[src/rtl/wb_port_arbiter_pkg.sv]
`default_nettype none
// +----------------------------------------------------------------------------+
// | wb_port_arbiter_pkg : shared types for the register-file write-port arbiter |
// | Revision 1.0                                                               |
// +----------------------------------------------------------------------------+
package wb_port_arbiter_pkg;

  typedef logic [4:0]  creg_addr_t;
  typedef logic [31:0] u32;

  typedef struct packed {
    logic       valid;
    creg_addr_t addr;
    u32         data;
  } wb_req_t;

  typedef enum logic [1:0] {
    IDLE  = 2'd0,
    HOLD  = 2'd1,
    FORCE = 2'd2
  } wb_arb_state_t;

  localparam creg_addr_t c_ZERO_REG = 5'd0;

  // A write to $zero is architecturally a no-op, so it never claims the port.
  function automatic logic is_eff_write(input logic we, input creg_addr_t addr);
    return we && (addr != c_ZERO_REG);
  endfunction

endpackage
`default_nettype wire

[src/rtl/wb_hold_buf.sv]
`default_nettype none
// +----------------------------------------------------------------------------+
// | wb_hold_buf : one-entry valid/addr/data holding register for long results  |
// | Revision 1.0                                                               |
// +----------------------------------------------------------------------------+
module wb_hold_buf
  import wb_port_arbiter_pkg::*;
(
  input  logic        clk,
  input  logic        reset,
  input  logic        load,
  input  logic        clear,
  input  logic [4:0]  d_addr,
  input  logic [31:0] d_data,
  output logic        valid,
  output logic [4:0]  addr,
  output logic [31:0] data
);

  logic       r_valid;
  creg_addr_t r_addr;
  u32         r_data;

  always_ff @(posedge clk) begin
    if (reset) begin
      r_valid <= 1'b0;
      r_addr  <= c_ZERO_REG;
      r_data  <= '0;
    end else begin
      if (load) begin
        r_valid <= 1'b1;
        r_addr  <= d_addr;
        r_data  <= d_data;
      end else if (clear) begin
        r_valid <= 1'b0;
      end
    end
  end

  assign valid = r_valid;
  assign addr  = r_addr;
  assign data  = r_data;

endmodule
`default_nettype wire

[src/rtl/wb_port_arbiter.sv]
`default_nettype none
// +----------------------------------------------------------------------------+
// | wb_port_arbiter : shares the RF write port between writeback and long unit |
// | Revision 1.0                                                               |
// +----------------------------------------------------------------------------+
module wb_port_arbiter
  import wb_port_arbiter_pkg::*;
#(
  parameter int MAX_WAIT = 4,
  parameter int CNT_W    = $clog2(MAX_WAIT + 1)
) (
  input  logic        clk,
  input  logic        reset,
  input  logic        wb_we,
  input  logic [4:0]  wb_waddr,
  input  logic [31:0] wb_wdata,
  input  logic        lu_valid,
  input  logic [4:0]  lu_waddr,
  input  logic [31:0] lu_wdata,
  output logic        lu_ready,
  output logic        rf_we,
  output logic [4:0]  rf_waddr,
  output logic [31:0] rf_wdata,
  output logic        pipe_stall,
  output logic        pend_valid,
  output logic [4:0]  pend_addr
);

  localparam logic [CNT_W-1:0] c_LAST_WAIT = CNT_W'(MAX_WAIT - 1);

  wb_arb_state_t    r_state;
  logic [CNT_W-1:0] r_wait_cnt;

  logic       w_buf_valid;
  creg_addr_t w_buf_addr;
  u32         w_buf_data;
  logic       w_wb_eff;
  logic       w_buf_eff;
  logic       w_waw;
  logic       w_load;
  logic       w_clear;
  logic       w_stall;
  wb_req_t    w_port;

  assign w_wb_eff  = is_eff_write(wb_we, wb_waddr);
  assign w_buf_eff = is_eff_write(w_buf_valid, w_buf_addr);
  assign w_waw     = w_wb_eff && (wb_waddr == w_buf_addr);
  assign w_load    = lu_valid && lu_ready;

  wb_hold_buf u_hold_buf (
    .clk    (clk),
    .reset  (reset),
    .load   (w_load),
    .clear  (w_clear),
    .d_addr (lu_waddr),
    .d_data (lu_wdata),
    .valid  (w_buf_valid),
    .addr   (w_buf_addr),
    .data   (w_buf_data)
  );

  // Port mux: the pipeline owns the port unless the buffer is draining.
  always_comb begin
    w_port.valid = w_wb_eff;
    w_port.addr  = wb_waddr;
    w_port.data  = wb_wdata;
    w_stall      = 1'b0;
    w_clear      = 1'b0;
    unique case (r_state)
      HOLD: begin
        if (!w_wb_eff) begin
          w_port.valid = w_buf_eff;
          w_port.addr  = w_buf_addr;
          w_port.data  = w_buf_data;
          w_clear      = 1'b1;
        end else if (w_waw || !w_buf_eff) begin
          // Younger pipeline write to the same register, or a $zero entry.
          w_clear = 1'b1;
        end
      end
      FORCE: begin
        w_port.valid = w_buf_eff;
        w_port.addr  = w_buf_addr;
        w_port.data  = w_buf_data;
        w_stall      = 1'b1;
        w_clear      = 1'b1;
      end
      default: ;
    endcase
  end

  always_ff @(posedge clk) begin
    if (reset) begin
      r_state    <= IDLE;
      r_wait_cnt <= '0;
    end else begin
      unique case (r_state)
        IDLE: begin
          if (w_load) begin
            r_state    <= HOLD;
            r_wait_cnt <= '0;
          end
        end
        HOLD: begin
          if (w_clear) begin
            r_state <= IDLE;
          end else begin
            r_wait_cnt <= r_wait_cnt + 1'b1;
            if (r_wait_cnt == c_LAST_WAIT) begin
              r_state <= FORCE;
            end
          end
        end
        FORCE: begin
          r_state    <= IDLE;
          r_wait_cnt <= '0;
        end
        default: r_state <= IDLE;
      endcase
    end
  end

  assign rf_we      = w_port.valid && !reset;
  assign rf_waddr   = w_port.addr;
  assign rf_wdata   = w_port.data;
  assign pipe_stall = w_stall && !reset;
  assign lu_ready   = !w_buf_valid && !reset;
  assign pend_valid = w_buf_valid;
  assign pend_addr  = w_buf_addr;

endmodule
`default_nettype wire
[config.mk]
export PLATFORM = sky130hd
export DESIGN_NAME = wb_port_arbiter
export DESIGN_NICKNAME = d
export VERILOG_FILES = /design/src/rtl/wb_port_arbiter_pkg.sv /design/src/rtl/wb_hold_buf.sv /design/src/rtl/wb_port_arbiter.sv
export SDC_FILE = /design/constraint.sdc
export NUM_CORES = 1
export LEC_CHECK = 0
export BUFFER_PORTS_ARGS = -buffer_cell sky130_fd_sc_hd__buf_2
export CAP_MARGIN = 40
export CORE_ASPECT_RATIO = 1.25
export CORE_UTILIZATION = 33
export DETAILED_ROUTE_END_ITERATION = 8
export GPL_TIMING_DRIVEN = 1
export MAX_ROUTING_LAYER = met4
export PLACE_DENSITY = 0.65
export RECOVER_POWER = 25
export SYNTH_ARGS = -nofsm -noshare
export SYNTH_HDL_FRONTEND = slang
export SYNTH_SLANG_ARGS = --single-unit
[constraint.sdc]
create_clock -name clk -period 2.7 [get_ports clk]
set_input_delay 0.27 -clock clk [delete_from_list [all_inputs] [get_ports clk]]
set_output_delay 0.27 -clock clk [all_outputs]
set_load 0.05 [all_outputs]
==> key figures <==
Logic synthesis
  – Post-synth top area cell: dfxtp_1
  – Synth cell types: 33
  – Simple-gate area share of the yosys netlist: between 20% and 30%
  – Combinational family with the most area after synthesis: simple AND/OR/NAND/NOR gates
  – Mapped Nets: 353
  – Mapped Cells: ~270
  – Synth warnings: 0
  – Syn Std Cell Area: between 2000 and 2500 um^2
  – Syn_area_per_cell: between 8 and 9 um^2
  – Mux contribution to synthesized area: 0%
  – Sequential fraction of the synthesis area: between 30% and 40%
  – Top cell type's share of synthesized area: between 30% and 40%
  – Synth Register Bits: 43
  – Post-synthesis adder-cell area fraction: roughly 3.5%
  – XOR/XNOR share of the synthesized area: under 10%
  – Compound-Gate Fraction of Synth Area: about 23%
  – Top post-synthesis cells by area: dfxtp_1, a22o_1, nand2_1

Final layout
  – Most frequent cells in the layout: buf_2, nand2_1, dfxtp_1, a22o_1, nand3_1
  – Fill cells: 645
  – Post-layout util: between 40% and 50%
  – Area Growth Syn to Fin: 36.05%
  – Share of layout cells above drive strength 1: 35.05%
  – Final std cell area, no fill: ~2900 um^2
  – Commonest non-fill, non-tap cell in the layout: buf_2
  – Non-filler cells, final: 473
  – Net count, final: 472
  – Multi-input gate area: around 1200 um^2
  – Register area: 860.8 um^2
  – N_diodes: 0

Die
  – IO Pins: approximately 120
  – Die ar.: 6881 um^2
  – Die width: ~74 um
  – Initial Util: 34.62%
  – Row count: 32
  – Die Y: about 92 um
  – Core area: 6246 um^2

Global route
  – Grt ovf: 0
  – Antenna violations before repair: 0
  – Vias in the first global route: ~2100
  – Grt met3 use: slightly above 3%
  – Met2 GRT Util: 29.20%
  – First-pass GRT wire length: about 9 mm
  – Grt peak-use layer: met2
  – Tot GR Track Use: between 10% and 20%
  – M1 GR Usage: 19.69%
  – Largest net degree at the start of global routing: 26

Setup path
  – Critical path launch point type: flip-flop
  – Crit end category: primary output
  – R2R Path Start: u_hold_buf.valid
  – R2R cell count: 5
  – Critical path type: reg -> out
  – Crit Reg-Reg Endpoint: u_hold_buf.data[28]
  – Critical path arrival: ~2.2 ns
  – Required @ worst endpoint: about 2.4 ns
  – Flop-to-flop setup slack: between 0.6 and 0.7 ns
  – Critical-path maximum fanout: 22

Worst hold path
  – Hold Path Class: in -> reg
  – Hold path startpoint: lu_wdata[9]
  – Hold depth: 3
  – Worst Hold End: u_hold_buf.data[9]

STA
  – Worst slew pin tran: roughly 0.74 ns
  – Endpoints failing hold: 0
  – Final critical-path setup slack: roughly 0.25 ns
  – Endpoints failing setup: 0
  – Slew Limit Headroom: roughly half
  – Final min period: between 2 and 2.5 ns
  – RSZ-0062 raised after global routing: no
  – Highest clock rate: a little over 400 MHz
  – Worst hold slack: about 0.16 ns
  – Fin. max-slew vios: 0
  – Worst Clk Skew: 0.002163 ns
  – Post-route clock period utilization: around nine tenths
  – Setup tns final: 0 ns

Placed design
  – Port buffer count: about 120
  – Gpl congestion: between 0.8 and 0.9
  – Placed cell areas: approximately 2900 um^2
  – DP Cell Count: 466
  – Post-DP HPWL: roughly 4.3 mm
  – Worst slack at placement: 0.3833 ns

Detailed routing
  – Detailed Route Iter0 Violations: between 100 and 150
  – DRC: 0
  – Via count: around 2300
  – ANT nets after route: 0
  – Via/cell ratio: 4.852
  – Routed WL per cell: approximately 12 um
  – DRT Pass-1 Iters: 4
  – Total wire length: 5.829 mm

Clock tree
  – CTS Hold Bufs: 0
  – CTS clk-pin slew, worst paths: ~0.080 ns
  – Worst skew pair latency: 0.29 ns
  – Clk sinks: 43
  – Htree depth: 2
  – Root buf cell: clkbuf_8
  – Bufs on Longest Clock Path: 2
  – # Post-CTS Setup Buffers: 0
  – Cts bufs inserted: 5
  – Post-cts sizing count: 0
  – CTS tree: built

Pwr
  – Clock network fraction of total power: between 20% and 30%
  – Pwr Density: 584.0 nW/um^2
  – Sequential share of power: a little over two fifths
  – VDD IR max: around 250 uV
  – Comb power frac: between 30% and 40%
  – Pint: about 1.1 mW
  – Standby leakage power: around 1.5 nW
  – P_sw: 0.6026 mW
  – Power Total: between 1.5 and 2 mW
  – Sw frac: 35.08%

Run
  – Max-Cap Viols: 0

Outcome
  – Status: finished, final reports clean
## critical path, stage by stage (launching register included)
cell	delay [ns]
dfxtp_1	0.42
inv_1	0.09
ha_1	0.41
inv_1	0.16
nor2_4	0.13
buf_4	0.25
a22o_1	0.17
buf_2	0.25
## layer usage
metal | part of all wire [%] | wire length (um) | vias to the layer above
li1 | - | - | 1177
met1 | 43 | 2535 | 1033
met2 | 49 | 2881 | 75
met3 | 5.0 | 292 | 10
met4 | 2.1 | 120 | 0
met5 | 0 | 0 | -
## registers in the layout (all words and copies together) (netlist names)
name              cells
r_state               2
r_wait_cnt            3
u_hold_buf.addr       5
u_hold_buf.data      32
u_hold_buf.valid      1
## synthesized netlist by cell type (all sizes together)
cell / n
nand2: 78
dfxtp: 43
a22o: 37
nand3: 37
buf: 11
inv: 10
clkbuf: 8
nor2: 8
ha: 6
o21ai: 6
xor2: 5
a21oi: 4
a2111oi: 2
o211ai: 2
o22ai: 2
o32ai: 2
or4: 2
a211oi: 1
and2: 1
nor3: 1
nor4: 1
o2111ai: 1
o31a: 1
## power by group through the flow
stage	registers [mW]	clock network, mW	logic, mW
6_report	0.717	0.479	0.522
5_1_grt	0.723	0.518	0.562
4_1_cts	0.717	0.495	0.529
3_5_place_dp	0.732	0	0.528
3_3_place_gp	0.731	0	0.522
2_1_floorplan	0.748	0	0.361
## worst max-delay path by stage
| stage | startpoint | end | slack [ns] | cells past startpoint |
|---|---|---|---|---|
| after floorplan | u_hold_buf.valid | u_hold_buf.addr[4] | 0.44 | 6 |
| final | r_state[0] | rf_wdata[28] | 0.25 | 7 |
| after global routing | r_state[0] | rf_waddr[0] | 0.11 | 7 |
| after detailed placement | wb_waddr[1] | rf_wdata[28] | 0.38 | 8 |
| after global placement | wb_waddr[1] | rf_wdata[18] | 0.43 | 8 |
| after CTS | r_state[0] | rf_wdata[28] | 0.25 | 7 |
## cells by family after synthesis
logic type,count (synthesis)
xor gates and xnor gates,5
DFF,43
AOI/OAI and AO/OA,58
adders and majority gates,6
and+or+nand+nor,128
buffers and inverters,29
## cell type report
cell class / count / share of cell area [%]
Inverter: 10 / 1.276
Clock inverter: 1 / 1.021
Timing Repair Buffer: 131 / 22.59
Sequential cell: 43 / 29.26
Clock buffer: 6 / 2.467
Multi-Input combinational cell: 197 / 39.77
Tap cell: 85 / 3.615
No activity file was read; power rests on OpenSTA's default activity.
